[src/rtl/nanov_pkg.sv]
`default_nettype none
// ==================================================================
// nanov_pkg: shared SPI read constants, FSM state type, byte helper.
// Rev 1.0
// ==================================================================
package nanov_pkg;

  localparam logic [7:0] SPI_READ_CMD  = 8'h03;
  localparam int         SPI_CMD_BITS  = 8;
  localparam int         SPI_ADDR_BITS = 24;
  localparam int         SPI_WORD_BITS = 32;

  typedef enum logic [2:0] {
    ST_IDLE = 3'd0,
    ST_CMD  = 3'd1,
    ST_ADDR = 3'd2,
    ST_DATA = 3'd3,
    ST_GAP  = 3'd4
  } fetch_state_t;

  // Serial stream arrives byte0 first; instruction words are little-endian.
  function automatic logic [31:0] byte_swap32(input logic [31:0] w);
    return {w[7:0], w[15:8], w[23:16], w[31:24]};
  endfunction

endpackage
`default_nettype wire

[src/rtl/nanov_fetch_buffer.sv]
`default_nettype none
// ==================================================================
// nanov_fetch_buffer: two-entry instr/next_instr buffer and pc.
// Rev 1.0
// ==================================================================
module nanov_fetch_buffer
  import nanov_pkg::*;
#(
  parameter int                   ADDR_BITS  = 24,
  parameter logic [ADDR_BITS-1:0] RESET_ADDR = '0
) (
  input  logic                     clk,
  input  logic                     rstn,
  input  logic                     i_flush,
  input  logic [ADDR_BITS-1:0]     i_flush_pc,
  input  logic                     i_take,
  input  logic                     i_wr,
  input  logic [SPI_WORD_BITS-1:0] i_wr_data,
  output logic [SPI_WORD_BITS-1:0] o_instr,
  output logic                     o_instr_valid,
  output logic [SPI_WORD_BITS-1:0] o_next_instr,
  output logic                     o_next_valid,
  output logic [ADDR_BITS-1:0]     o_pc,
  output logic                     o_full
);

  logic [SPI_WORD_BITS-1:0] r_instr;
  logic [SPI_WORD_BITS-1:0] r_next;
  logic                     r_iv;
  logic                     r_nv;
  logic [ADDR_BITS-1:0]     r_pc;

  logic                     w_take;
  logic                     w_iv_after;
  logic                     w_nv_after;
  logic [SPI_WORD_BITS-1:0] w_instr_after;

  // Slot occupancy as it stands once this cycle's take has been applied.
  always_comb begin
    w_take        = i_take & r_iv;
    w_iv_after    = w_take ? r_nv : r_iv;
    w_nv_after    = w_take ? 1'b0 : r_nv;
    w_instr_after = w_take ? r_next : r_instr;
  end

  always_ff @(posedge clk or negedge rstn) begin
    if (!rstn) begin
      r_instr <= '0;
      r_next  <= '0;
      r_iv    <= 1'b0;
      r_nv    <= 1'b0;
      r_pc    <= RESET_ADDR;
    end else if (i_flush) begin
      r_iv <= 1'b0;
      r_nv <= 1'b0;
      r_pc <= i_flush_pc;
    end else begin
      r_iv    <= w_iv_after;
      r_nv    <= w_nv_after;
      r_instr <= w_instr_after;
      if (w_take) begin
        r_pc <= r_pc + ADDR_BITS'(4);
      end
      if (i_wr) begin
        if (!w_iv_after) begin
          r_instr <= i_wr_data;
          r_iv    <= 1'b1;
        end else if (!w_nv_after) begin
          r_next <= i_wr_data;
          r_nv   <= 1'b1;
        end
      end
    end
  end

  assign o_instr       = r_instr;
  assign o_instr_valid = r_iv;
  assign o_next_instr  = r_next;
  assign o_next_valid  = r_nv;
  assign o_pc          = r_pc;
  assign o_full        = r_iv & r_nv;

endmodule
`default_nettype wire

[src/rtl/nanov_fetch.sv]
`default_nettype none
// ==================================================================
// nanov_fetch: SPI flash (cmd 0x03) sequential instruction fetcher.
// Rev 1.0
// ==================================================================
module nanov_fetch
  import nanov_pkg::*;
#(
  parameter int                   ADDR_BITS  = 24,
  parameter logic [ADDR_BITS-1:0] RESET_ADDR = '0
) (
  input  logic                 clk,
  input  logic                 rstn,
  output logic                 spi_cs_n,
  output logic                 spi_clk,
  output logic                 spi_mosi,
  input  logic                 spi_miso,
  input  logic                 branch,
  input  logic [ADDR_BITS-1:0] branch_addr,
  input  logic                 instr_take,
  output logic [31:0]          instr,
  output logic                 instr_valid,
  output logic [31:0]          next_instr,
  output logic                 next_valid,
  output logic [ADDR_BITS-1:0] pc
);

  fetch_state_t               r_state;
  fetch_state_t               w_state_nxt;
  logic                       r_cs_n;
  logic                       r_sclk;
  logic                       r_mosi;
  logic [4:0]                 r_bit_cnt;
  logic                       r_gap_cnt;
  logic [30:0]                r_tx;
  logic [30:0]                r_rx;
  logic [ADDR_BITS-1:0]       r_fetch_addr;

  logic [SPI_ADDR_BITS-1:0]   w_addr24;
  logic [ADDR_BITS-1:0]       w_branch_pc;
  logic                       w_active;
  logic                       w_bit_end;
  logic                       w_last_cmd;
  logic                       w_last_addr;
  logic                       w_last_word;
  logic                       w_start;
  logic                       w_full;
  logic                       w_stall;
  logic                       w_word_done;
  logic [SPI_WORD_BITS-1:0]   w_word;

  generate
    if (ADDR_BITS >= SPI_ADDR_BITS) begin : g_addr_trunc
      assign w_addr24 = r_fetch_addr[SPI_ADDR_BITS-1:0];
    end else begin : g_addr_ext
      assign w_addr24 = {{(SPI_ADDR_BITS-ADDR_BITS){1'b0}}, r_fetch_addr};
    end
  endgenerate

  assign w_branch_pc = branch_addr & ~(ADDR_BITS'(3));
  assign w_active    = (r_state == ST_CMD) || (r_state == ST_ADDR) || (r_state == ST_DATA);
  assign w_bit_end   = w_active & r_sclk;
  assign w_last_cmd  = (r_bit_cnt == 5'(SPI_CMD_BITS - 1));
  assign w_last_addr = (r_bit_cnt == 5'(SPI_ADDR_BITS - 1));
  assign w_last_word = (r_bit_cnt == 5'(SPI_WORD_BITS - 1));
  assign w_start     = (r_state == ST_IDLE) || ((r_state == ST_GAP) && r_gap_cnt);
  // Hold the last bit of a word in its low phase while no slot can accept it.
  assign w_stall     = (r_state == ST_DATA) & w_last_word & ~r_sclk & w_full;
  assign w_word_done = (r_state == ST_DATA) & w_bit_end & w_last_word & ~branch;
  assign w_word      = byte_swap32({r_rx, spi_miso});

  always_ff @(posedge clk or negedge rstn) begin
    if (!rstn) begin
      r_state <= ST_IDLE;
    end else begin
      r_state <= w_state_nxt;
    end
  end

  always_comb begin
    w_state_nxt = r_state;
    case (r_state)
      ST_IDLE: w_state_nxt = ST_CMD;
      ST_CMD:  if (w_bit_end && w_last_cmd)  w_state_nxt = ST_ADDR;
      ST_ADDR: if (w_bit_end && w_last_addr) w_state_nxt = ST_DATA;
      ST_DATA: w_state_nxt = ST_DATA;
      ST_GAP:  if (r_gap_cnt) w_state_nxt = ST_CMD;
      default: w_state_nxt = ST_IDLE;
    endcase
    if (branch) begin
      w_state_nxt = ST_GAP;
    end
  end

  always_ff @(posedge clk or negedge rstn) begin
    if (!rstn) begin
      r_cs_n       <= 1'b1;
      r_sclk       <= 1'b0;
      r_mosi       <= 1'b0;
      r_bit_cnt    <= '0;
      r_gap_cnt    <= 1'b0;
      r_tx         <= '0;
      r_rx         <= '0;
      r_fetch_addr <= RESET_ADDR;
    end else if (branch) begin
      r_cs_n       <= 1'b1;
      r_sclk       <= 1'b0;
      r_mosi       <= 1'b0;
      r_bit_cnt    <= '0;
      r_gap_cnt    <= 1'b0;
      r_fetch_addr <= w_branch_pc;
    end else if (w_start) begin
      r_cs_n    <= 1'b0;
      r_sclk    <= 1'b0;
      r_mosi    <= SPI_READ_CMD[7];
      r_tx      <= {SPI_READ_CMD[6:0], w_addr24};
      r_bit_cnt <= '0;
    end else if (r_state == ST_GAP) begin
      r_gap_cnt <= 1'b1;
    end else if (w_active) begin
      if (!r_sclk) begin
        if (!w_stall) begin
          r_sclk <= 1'b1;
        end
      end else begin
        // End of the high phase: sample miso, present the next mosi bit.
        r_sclk <= 1'b0;
        r_mosi <= r_tx[30];
        r_tx   <= {r_tx[29:0], 1'b0};
        if (r_state == ST_DATA) begin
          r_rx <= {r_rx[29:0], spi_miso};
        end
        if (((r_state == ST_CMD) && w_last_cmd) || ((r_state == ST_ADDR) && w_last_addr)) begin
          r_bit_cnt <= '0;
        end else begin
          r_bit_cnt <= r_bit_cnt + 5'd1;
        end
      end
    end
  end

  nanov_fetch_buffer #(
    .ADDR_BITS  (ADDR_BITS),
    .RESET_ADDR (RESET_ADDR)
  ) u_buffer (
    .clk           (clk),
    .rstn          (rstn),
    .i_flush       (branch),
    .i_flush_pc    (w_branch_pc),
    .i_take        (instr_take),
    .i_wr          (w_word_done),
    .i_wr_data     (w_word),
    .o_instr       (instr),
    .o_instr_valid (instr_valid),
    .o_next_instr  (next_instr),
    .o_next_valid  (next_valid),
    .o_pc          (pc),
    .o_full        (w_full)
  );

  assign spi_cs_n = r_cs_n;
  assign spi_clk  = r_sclk;
  assign spi_mosi = r_mosi;

endmodule
`default_nettype wire

[config.mk]
export PLATFORM = sky130hd
export DESIGN_NAME = nanov_fetch
export DESIGN_NICKNAME = d
export VERILOG_FILES = /design/src/rtl/nanov_pkg.sv /design/src/rtl/nanov_fetch_buffer.sv /design/src/rtl/nanov_fetch.sv
export SDC_FILE = /design/constraint.sdc
export NUM_CORES = 1
export LEC_CHECK = 0
export ABC_AREA = 1
export BUFFER_PORTS_ARGS = -buffer_cell sky130_fd_sc_hd__buf_4
export CAP_MARGIN = 20
export CORE_MARGIN = 4
export CORE_UTILIZATION = 30
export DETAILED_ROUTE_END_ITERATION = 8
export PLACE_DENSITY_LB_ADDON = 0.3
export SYNTH_ARGS = -nofsm -noshare
export SYNTH_HDL_FRONTEND = slang
export SYNTH_SLANG_ARGS = --single-unit
[constraint.sdc]
create_clock -name clk -period 1.9 [get_ports clk]
set_input_delay 0.38 -clock clk [delete_from_list [all_inputs] [get_ports clk]]
set_output_delay 0.38 -clock clk [all_outputs]
set_load 0.05 [all_outputs]
==> reports/results.tsv, run 1 <==
stage	metric	value	unit
yosys	ys_warn_count	0	
run	drv_cap	0	
setup_path	cp.arrival	2170	ps
timing	maxSlewViolCount	0	
global_route	overflow	0	
die	coreArea	27700	µm²
clocking	cts.sinks	182	
cells_and_area	regArea	4560	µm²
timing	skew	15.3	ps
die	dieArea	30800	µm²
placement	dp.cells	1547	
cells_and_area	fillers	2867	
yosys	synthCells	1066	
clocking	cts-root-buf	clkbuf_16	
timing	period_share	97.3	%
die	initial_core_util	30.4	%
worst_hold_path	hold_class	primary input to register	
global_route	grt_pass1_wl	37.6	mm
placement	placed_area	9910	µm²
cells_and_area	final_nets	1227	
yosys	synth_ff_type	dfrtp_1	
timing	rsz0062_at_grt	true	
yosys	synth_area	8420	µm²
power_and_ir_drop	powerDensity	954	nW/µm²
route	drtAntennaViolNets	0	
die	top_level_ports	122	
placement	port_buffers	117	
yosys	postSynthAreaPerCell	7.90	µm²
route	detail_route.vias_per_cell	4.62	
global_route	antenna_found_initial	0	
setup_path	setup.worst_path.end_class	register	
placement	gp_congestion	0.872	
setup_path	r2r_start	r_bit_cnt[0]	
die	rows	61	
cells_and_area	area_growth	26.7	%
timing	period_needed	1850	ps
clocking	worstSkewPairLatency	440	ps
yosys	synth_seq_cells	182	
cells_and_area	drive_above_1_share	18.0	%
cells_and_area	final_cells	1586	
route	wl	23.4	mm
timing	hold_viol_final	0	
setup_path	cp-startpoint	r_bit_cnt[0]	
timing	finalSetupViolCount	0	
cells_and_area	antenna_cells	0	
clocking	clock_path_buffers	2	
clocking	cts_tree	yes	
die	die_h	176	µm
clocking	htree_num_levels	4	
power_and_ir_drop	ir_drop	0.679	mV
timing	fmax	541	MHz
yosys	synth_edf_count	0	
global_route	first_global_vias	7040	
power_and_ir_drop	power.total	0.0102	W
yosys	synthTopCellsByCount	332 x nand2_1, 181 x dfrtp_1, 111 x inv_1	
global_route	grt_max_degree	63	
route	initialDrtViolationCount	570	
yosys	synthTopCellsByArea	dfrtp_1 54%, nand2_1 15%, o21ai_0 5.1%	
cells_and_area	multiInputGateArea	3250	µm²
route	firstDrtPassIters	6	
setup_path	required	2220	ps
die	die_width	176	µm
clocking	numCtsBuffers	17	
route	wl_per_cell	14.8	µm
yosys	netlist.area_leader.share	53.8	%
yosys	synth_largest_area_cell	dfrtp_1	
status	status	completed	
clocking	cts.clk_slew.worst_paths	70	ps
setup_path	critPathMaxFanout	8	
yosys	ys_async_sr_fraction	100	%
setup_path	cp-start-kind	register	
yosys	synthDistinctLibCells	30	
global_route	groute.usage.overall	15.0	%
yosys	ys_seq_area_share	54.1	%
setup_path	worstSetupPathType	register to register	
cells_and_area	final_util	38.5	%
yosys	yosys.cell_count.top_type	nand2_1	
placement	dp_hpwl	15.8	mm
worst_hold_path	min-delay-start	branch_addr[4]	
power_and_ir_drop	p_leak	5.31	nW
cells_and_area	final_cell_area	10700	µm²
route	vias	7334	
timing	setup_tns	0	ps
route	drc	0	
==> flip-flops by register name, indices dropped and copies added (netlist names) <==
signal / cells
r_state: 3
u_buffer.o_instr: 32
u_buffer.o_next_valid: 1
u_buffer.o_next_instr: 32
r_rx: 31
u_buffer.o_pc: 22
r_fetch_addr: 22
r_bit_cnt: 5
spi_mosi: 1
spi_clk: 1
r_gap_cnt: 1
spi_cs_n: 1
r_tx: 29
u_buffer.o_instr_valid: 1
==> metrics by stage <==
stage / hold slack (ps) / setup slack [ps]
final: 199 / 52.0
after global placement: 355 / 12.8
after global routing: 200 / -68.3
after CTS: 182 / 4.88
after detailed placement: 355 / 13.1
after floorplan: 84.4 / 29.3
==> layer usage <==
layer	vias to the layer above	track usage, %	share of wire, %
met4	0	3.05	0.79
met3	11	3.98	6.8
met2	198	23.3	45
li1	3640	-	-
met5	-	0	0
met1	3485	21.3	47
==> layout make-up <==
| class | instances | share of cell area (%) |
|---|---|---|
| Clock buffer | 17 | 3.99 |
| Inverter | 117 | 4.11 |
| Timing Repair Buffer | 158 | 12.6 |
| Clock inverter | 15 | 1.75 |
| Multi-Input combinational cell | 719 | 30.5 |
| Sequential cell | 182 | 42.7 |
| Tap cell | 378 | 4.43 |
==> worst paths after layout <==
check / end / slack, ps / cells after the start
worst min-delay path: r_fetch_addr[4] / 200 / 3
worst max register to register: u_buffer.o_instr[28] / 50 / 11
worst min register to register: spi_cs_n / 470 / 2
worst max-delay path: u_buffer.o_instr[28] / 50 / 11
min in group asynchronous: r_fetch_addr[8] / 450 / 2
max in group asynchronous: r_rx[8] / 830 / 3
==> critical path: stages, from the launching register on <==
cell and delay [ps]:
dfrtp_1 360, ha_2 190, nand2_2 60, nor2_2 90, ha_2 220, nand2_4 70, nor3_4 260, buf_6 170
clkbuf_16 160, nand3_1 70, nand2_1 60, nor2_1 40
==> layout by cell type (no fill, tap or decap), types with 2 or more instances in the layout <==
cell        instances
nand4_1            10
conb_1              2
ha_2                2
buf_4             142
nand3_2             6
dfrtp_1           181
inv_2               7
xor2_1              3
nand2_2             3
o21bai_1            6
nand2_4             2
nor2_1            101
clkinv_8            4
a22oi_1             2
clkbuf_16          18
o21ai_0            85
buf_12              9
nand3_4             2
o211ai_1            4
inv_1             110
buf_6               3
inv_8               4
o22ai_1             5
inv_6               2
nand2_1           329
a21oi_1             3
clkinvlp_4          2
nor2_2              3
nor3_1             31
o21ai_1            47
nand3_1            68
==> where the power goes <==
| part | total, W | switching, W | internal (W) |
|---|---|---|---|
| registers | 0.00450 | 0.000246 | 0.00426 |
| logic | 0.00201 | 0.00138 | 0.000628 |
| clock network | 0.00367 | 0.00177 | 0.00190 |
==> kinds of logic after synthesis <==
logic type,count (synthesis),share of synthesized area [%]
compound gates,155,9.86
xor+xnor,3,0.312
fa+ha+maj,3,0.446
buf+inv,166,8.08
flops,182,54.1
other cells,1,0.0445
simple gates,556,27.2
==> timing repair <==
| item | in CTS | in global routing |
|---|---|---|
| endpoints found under the hold margin | 38 | 0 |
| resized for setup | 0 | 19 |
| buffers inserted | 0 | 4 |
| gates cloned | 0 | 2 |
| pin swaps | 1 | 8 |
| hold buffers | 1 | 0 |
| endpoints found under the setup margin | 6 | 65 |
Power figures use the tool's default switching activity.
==> run 2, diff against run 1 <==
--- a/config.mk
+++ b/config.mk
@@ -6,7 +6,7 @@
 export NUM_CORES = 1
 export LEC_CHECK = 0
 export ABC_AREA = 1
-export BUFFER_PORTS_ARGS = -buffer_cell sky130_fd_sc_hd__buf_4
+export BUFFER_PORTS_ARGS = -buffer_cell sky130_fd_sc_hd__buf_2
 export CAP_MARGIN = 20
 export CORE_MARGIN = 4
 export CORE_UTILIZATION = 30
==> run 2 against run 1 <==
Against the previous run: the run now ends with setup timing left; non-clock buffer count grew 11; core utilization grew 0.35 points; register-to-register slack lost 90 ps; sequential power is essentially flat; cell count grew 0.69%; clock skew grew 0.97 ps; die area is the same; critical path depth shrank 1; first-iteration DRC count grew 0.18%; clock power grew 3%; largest cell class unchanged.
==> reports/results.tsv, run 2 (synthesis results as in run 1) <==
stage	metric	value	unit	change
setup_path	ff2ff_setup_slack	-40	ps	was 50 ps
clocking	cts.clk_slew.worst_paths	70	ps	about the same
power_and_ir_drop	power.share.clock	37.0	%	was 36.0%
power_and_ir_drop	p_comb_share	19.2	%	was 19.8%
power_and_ir_drop	ir_drop	0.518	mV	was 0.679 mV
setup_path	cp_cell_sequence	ha_2, nand2_2, nor2_2, ha_2, nand2_4, nor3_4, nand3_4, buf_12, clkbuf_16, o21ai_1		was ha_2, nand2_2, nor2_2, ha_2, nand2_4, nor3_4, buf_6, clkbuf_16, nand3_1, nand2_1, nor2_1
clocking	htree_num_levels	4		unchanged
route	vias	7342		was 7334
setup_path	rr_endpoint	u_buffer.o_next_instr[27]		was u_buffer.o_instr[28]
worst_hold_path	hold_class	primary input to register		unchanged
die	top_level_ports	122		unchanged
timing	period_share	102	%	was 97.3%
cells_and_area	area_growth	27.9	%	was 26.7%
placement	gp_congestion	0.828		was 0.872
placement	dp_hpwl	15.9	mm	was 15.8 mm
timing	holdWs	208	ps	was 199 ps
cells_and_area	final_common_cell	nand2_1		unchanged
cells_and_area	fillers	2834		was 2867
timing	finalSetupViolCount	23		was 0
timing	skew	16.3	ps	was 15.3 ps
setup_path	cp_slowest_cell	dfrtp_1		unchanged
route	firstDrtPassIters	5		was 6
power_and_ir_drop	p_leak	5.42	nW	was 5.31 nW
setup_path	cp_num_buf_inv	2		unchanged
route	wl_per_cell	15.0	µm	was 14.8 µm
timing	setup_tns	-379	ps	was 0 ps
clocking	clock_path_buffers	2		unchanged
power_and_ir_drop	powerDensity	952	nW/µm²	was 954 nW/µm²
timing	period_needed	1940	ps	was 1850 ps
global_route	antenna_found_initial	1		was 0
route	drc	0		unchanged
global_route	groute.usage.overall	15.1	%	was 15.0%
placement	port_buffers	117		unchanged
setup_path	setup.worst_path.end_class	register		unchanged
power_and_ir_drop	power_switching	0.00339	W	was 0.00340 W
die	die_h	176	µm	unchanged
status	violations	setup timing		
setup_path	cp.arrival	2300	ps	was 2170 ps
setup_path	cp-start-kind	register		unchanged
cells_and_area	regArea	4560	µm²	unchanged
setup_path	cp_common_cell	ha_2		unchanged
timing	hold_viol_final	0		unchanged
clocking	cts.sinks	182		unchanged
worst_hold_path	hold_depth	3		unchanged
setup_path	critPathMaxFanout	8		unchanged
global_route	first_global_vias	7043		was 7040
worst_hold_path	min-delay-start	branch_addr[2]		was branch_addr[4]
route	initialDrtViolationCount	571		was 570
cells_and_area	final_nets	1238		was 1227
global_route	grt_max_degree	62		was 63
status	status	finished, violations left		was completed
die	dieArea	30800	µm²	unchanged
clocking	cts_tree	yes		unchanged
power_and_ir_drop	switching_share	33.1	%	was 33.4%
clocking	worstSkewPairLatency	450	ps	was 440 ps
power_and_ir_drop	intPower	0.00686	W	was 0.00678 W
cells_and_area	drive_above_1_share	21.9	%	was 18.0%
die	coreArea	27700	µm²	unchanged
power_and_ir_drop	pwr-share-seq	43.8	%	was 44.2%
route	wl	24.0	mm	was 23.4 mm
cells_and_area	layout_common_cells	306 x nand2_1, 181 x dfrtp_1, 116 x buf_2		was 329 x nand2_1, 181 x dfrtp_1, 142 x buf_4
timing	finalWorstSetupSlack	-37.1	ps	was 52.0 ps
placement	dp_slack	-40.8	ps	was 13.1 ps
setup_path	max_stage_delay	360	ps	about the same
global_route	overflow	0		unchanged
setup_path	r2r_start	r_bit_cnt[0]		unchanged
cells_and_area	multiInputGateArea	3410	µm²	was 3250 µm²
timing	fmax	516	MHz	was 541 MHz
setup_path	required	2260	ps	was 2220 ps
timing	maxSlewViolCount	0		unchanged
setup_path	worstSetupPathType	register to register		unchanged
run	drv_cap	0		unchanged
die	initial_core_util	30.4	%	unchanged
clocking	numCtsBuffers	17		unchanged
timing	rsz0062_at_grt	true		unchanged
clocking	cts-root-buf	clkbuf_16		unchanged
die	die_width	176	µm	unchanged
worst_hold_path	min_to	r_fetch_addr[2]		was r_fetch_addr[4]
global_route	grt_pass1_wl	37.3	mm	was 37.6 mm
cells_and_area	antenna_cells	0		unchanged
die	rows	61		unchanged
setup_path	crit_family	simple AND/OR/NAND/NOR gates		unchanged
route	detail_route.vias_per_cell	4.60		was 4.62
route	drtAntennaViolNets	0		unchanged
setup_path	reg2regPathDepth	10		was 11
-- run 2: cell types whose count changed in the layout (fill, tap and decap cells not counted), sizes merged --
cell / previous run / this run
buf: 155 / 161
clkbuf: 19 / 24
bufinv: 1 / 2
inv: 123 / 122
-- run 2: worst register-to-register path, cell delays in order, from the launching register on --
cell	delay, ps
dfrtp_1	360
ha_2	190
nand2_2	70
nor2_2	110
ha_2	210
nand2_4	60
nor3_4	270
nand3_4	110
buf_12	170
clkbuf_16	160
o21ai_1	150
-- run 2: what timing repair did --
action | 4_1_cts | 5_1_grt
endpoints found under the setup margin | 36 | 70
hold buffers | 1 | 0
gates resized for setup | 1 | 64
endpoints found under the hold margin | 29 | 0
setup buffers | 0 | 5
gates cloned | 0 | 7
pin swaps | 2 | 23
-- run 2: routing by layer --
metal	wire length [µm]	global-route usage, %	part of all wire, %
met3	1420	4.26	5.9
met5	13	0	0.054
met1	11300	20.7	47
met4	269	3.77	1.1
met2	10900	23.8	46
-- run 2: through the flow --
step	area [µm²]	total power (W)	utilization, %	cells
2_1_floorplan	8430	0.00593	-	1067
3_3_place_gp	9680	0.00651	34.9	1553
3_5_place_dp	9680	0.00654	34.9	1553
4_1_cts	10300	0.0104	37.3	1586
5_1_grt	10800	0.0108	38.9	1597
6_report	10800	0.0103	38.9	1597
-- run 2: power by group through the flow --
stage                     Clock, W  Sequential (W)  Combinational, W
after floorplan                  0         0.00485           0.00107
after global placement           0         0.00456           0.00195
after detailed placement         0         0.00457           0.00197
after global routing       0.00402         0.00455           0.00224
final                      0.00379         0.00450           0.00197
after CTS                  0.00387         0.00449           0.00199
-- run 2: layout make-up --
class	instances	area share, %
tap	378	4.39
sequential	182	42.3
clock inverter	15	1.96
timing repair buffer	169	11.7
multi-input combinational	719	31.7
inverter	117	4.08
clock buffer	17	3.95
-- run 2: worst max path at each step --
| stage | slack [ps] | from | cells after the start | to |
|---|---|---|---|---|
| final | -40 | r_bit_cnt[0] | 10 | u_buffer.o_next_instr[27] |
| after global routing | -150 | r_bit_cnt[0] | 11 | u_buffer.o_next_instr[11] |
| after CTS | 2 | r_bit_cnt[0] | 10 | u_buffer.o_next_instr[27] |
| after floorplan | 30 | u_buffer.o_pc[2] | 8 | u_buffer.o_pc[18] |
| after detailed placement | -40 | r_bit_cnt[0] | 10 | u_buffer.o_next_instr[27] |
| after global placement | 2 | r_bit_cnt[0] | 10 | u_buffer.o_next_instr[7] |
==> run 3, diff against run 2 <==
--- a/config.mk
+++ b/config.mk
@@ -12,6 +12,7 @@
 export CORE_UTILIZATION = 30
 export DETAILED_ROUTE_END_ITERATION = 8
 export PLACE_DENSITY_LB_ADDON = 0.3
+export SETUP_SLACK_MARGIN = 0.15
 export SYNTH_ARGS = -nofsm -noshare
 export SYNTH_HDL_FRONTEND = slang
 export SYNTH_SLANG_ARGS = --single-unit
==> run 3 against run 2 <==
Against the previous run: final area down 0.72%; first-iteration DRC count down 4.2%; clock skew down 3.0 ps; clock-buffer cell count up 1; routed wire length down 1.3%; die area unchanged; maximum frequency up 6.7%; the run now ends clean; sequential power about the same.
==> reports/results.tsv, run 3 (synthesis results as in run 1) <==
stage	metric	value	unit	change
timing	fmax	551	MHz	was 516 MHz
global_route	first_global_vias	7014		was 7043
die	die_h	176	µm	unchanged
power_and_ir_drop	ir_drop	0.562	mV	was 0.518 mV
global_route	groute.usage.overall	15.2	%	was 15.1%
power_and_ir_drop	power.share.clock	35.7	%	was 37.0%
setup_path	cp_cell_sequence	ha_2, nand2_2, nor2_4, ha_4, nand2_4, nor3_4, buf_12, nand3_4, buf_12, nand2_2, o21ai_2		was ha_2, nand2_2, nor2_2, ha_2, nand2_4, nor3_4, nand3_4, buf_12, clkbuf_16, o21ai_1
cells_and_area	final_util	38.6	%	was 38.9%
setup_path	required	2210	ps	was 2260 ps
route	wl_per_cell	14.9	µm	was 15.0 µm
clocking	worstSkewPairLatency	430	ps	was 450 ps
die	dieArea	30800	µm²	unchanged
power_and_ir_drop	p_leak	5.28	nW	was 5.42 nW
timing	skew	13.3	ps	was 16.3 ps
clocking	cts.sinks	182		unchanged
setup_path	cp-start-kind	register		unchanged
clocking	cts-root-buf	clkbuf_16		unchanged
status	status	completed		was finished, violations left
die	die_width	176	µm	unchanged
clocking	cts.clk_slew.worst_paths	80	ps	was 70 ps
route	initialDrtViolationCount	547		was 571
timing	maxSlewViolCount	0		unchanged
timing	hold_viol_final	0		unchanged
route	wl	23.7	mm	was 24.0 mm
cells_and_area	antenna_cells	0		unchanged
cells_and_area	final_common_cell	nand2_1		unchanged
cells_and_area	final_cells	1585		was 1597
power_and_ir_drop	powerDensity	940	nW/µm²	was 952 nW/µm²
placement	placed_area	9630	µm²	was 9680 µm²
run	drv_cap	0		unchanged
die	top_level_ports	122		unchanged
route	firstDrtPassIters	5		unchanged
cells_and_area	final_nets	1226		was 1238
timing	period_needed	1820	ps	was 1940 ps
global_route	grt_max_degree	63		was 62
route	detail_route.vias_per_cell	4.66		was 4.60
clocking	cts_tree	yes		unchanged
cells_and_area	drive_above_1_share	22.6	%	was 21.9%
clocking	clock_path_buffers	2		unchanged
global_route	antenna_found_initial	1		unchanged
die	rows	61		unchanged
timing	finalSetupViolCount	0		was 23
cells_and_area	area_growth	27.0	%	was 27.9%
route	vias	7387		was 7342
timing	period_share	95.6	%	was 102%
cells_and_area	layout_common_cells	312 x nand2_1, 177 x dfrtp_1, 116 x buf_2		was 306 x nand2_1, 181 x dfrtp_1, 116 x buf_2
placement	dp_hpwl	15.8	mm	was 15.9 mm
power_and_ir_drop	p_comb_share	19.5	%	was 19.2%
clocking	htree_num_levels	4		unchanged
power_and_ir_drop	pwr-share-seq	44.8	%	was 43.8%
die	initial_core_util	30.4	%	unchanged
timing	rsz0062_at_grt	true		unchanged
setup_path	cp_slowest_cell	dfrtp_1		unchanged
route	drc	0		unchanged
global_route	overflow	0		unchanged
setup_path	max_stage_delay	360	ps	about the same
clocking	numCtsBuffers	17		unchanged
global_route	grt_pass1_wl	37.8	mm	was 37.3 mm
timing	holdWs	201	ps	was 208 ps
placement	port_buffers	117		unchanged
route	drtAntennaViolNets	0		unchanged
setup_path	setup.worst_path.end_class	register		unchanged
setup_path	worstSetupPathType	register to register		unchanged
cells_and_area	final_cell_area	10700	µm²	was 10800 µm²
power_and_ir_drop	switching_share	33.2	%	was 33.1%
setup_path	cp_num_buf_inv	2		unchanged
power_and_ir_drop	intPower	0.00671	W	was 0.00686 W
setup_path	cp.arrival	2130	ps	was 2300 ps
die	coreArea	27700	µm²	unchanged
power_and_ir_drop	power_switching	0.00334	W	was 0.00339 W
placement	gp_congestion	0.881		was 0.828
setup_path	crit_family	simple AND/OR/NAND/NOR gates		unchanged
placement	dp.cells	1547		was 1553
worst_hold_path	hold_class	primary input to register		unchanged
setup_path	critPathMaxFanout	38		was 8
## run 3: final timing paths
check	endpoint	start	cells after the start	slack, ps
min in group asynchronous	r_fetch_addr[8]	rstn	2	420
max	u_buffer.o_next_instr[3]	r_bit_cnt[0]	11	80
max reg2reg	u_buffer.o_next_instr[3]	r_bit_cnt[0]	11	80
min	r_fetch_addr[4]	branch_addr[4]	3	200
min reg2reg	spi_cs_n	spi_cs_n	2	470
max in group asynchronous	spi_cs_n	rstn	3	850
## run 3: final cells by class
class / count / area, µm²
Timing Repair Buffer: 157 / 1110
Fill cell: 2831 / 17000
Clock inverter: 14 / 165
Multi-Input combinational cell: 719 / 3510
Sequential cell: 182 / 4560
Clock buffer: 18 / 429
Inverter: 117 / 439
Tap cell: 378 / 473
## run 3: routing by layer
| metal | global-route usage, % | up-vias | share of wire (%) |
|---|---|---|---|
| met5 | 0 | - | 0.030 |
| met3 | 4.11 | 20 | 6.6 |
| met1 | 21.4 | 3517 | 47 |
| met4 | 3.87 | 2 | 1.1 |
| met2 | 23.2 | 213 | 46 |
| li1 | - | 3635 | - |
## run 3: what timing repair did
action                     4_1_cts  5_1_grt
hold buffers                     1        0
hold endpoints to repair        29        0
pin swaps                        2       46
resized for setup               13       75
buffers inserted                 1        1
gates cloned                     2        1
setup endpoints to repair       65      131
## run 3: power groups by stage
stage	sequential, W	clock, W	combinational [W]
after floorplan	0.00485	0	0.00107
after global placement	0.00456	0	0.00193
after detailed placement	0.00456	0	0.00195
after CTS	0.00449	0.00367	0.00197
after global routing	0.00454	0.00383	0.00222
final	0.00450	0.00359	0.00196
## run 3: worst register-to-register path, delay by kind of cell (launching register included)
kind                       cells  cell delay (ps)
and+or+nand+nor                6              580
AOI/OAI and AO/OA              1               50
DFF                            1              360
buffers and inverters          2              360
adders and majority gates      2              350
## run 3: per-stage QoR
stage | total power, W | setup slack [ps] | setup TNS, ps
finish | 0.0100 | 83.9 | 0
global route | 0.0106 | -16.0 | -113
CTS | 0.0101 | 78.8 | 0
detailed placement | 0.00652 | 1.80 | 0
global placement | 0.00649 | 30.1 | 0
floorplan | 0.00593 | 104 | 0
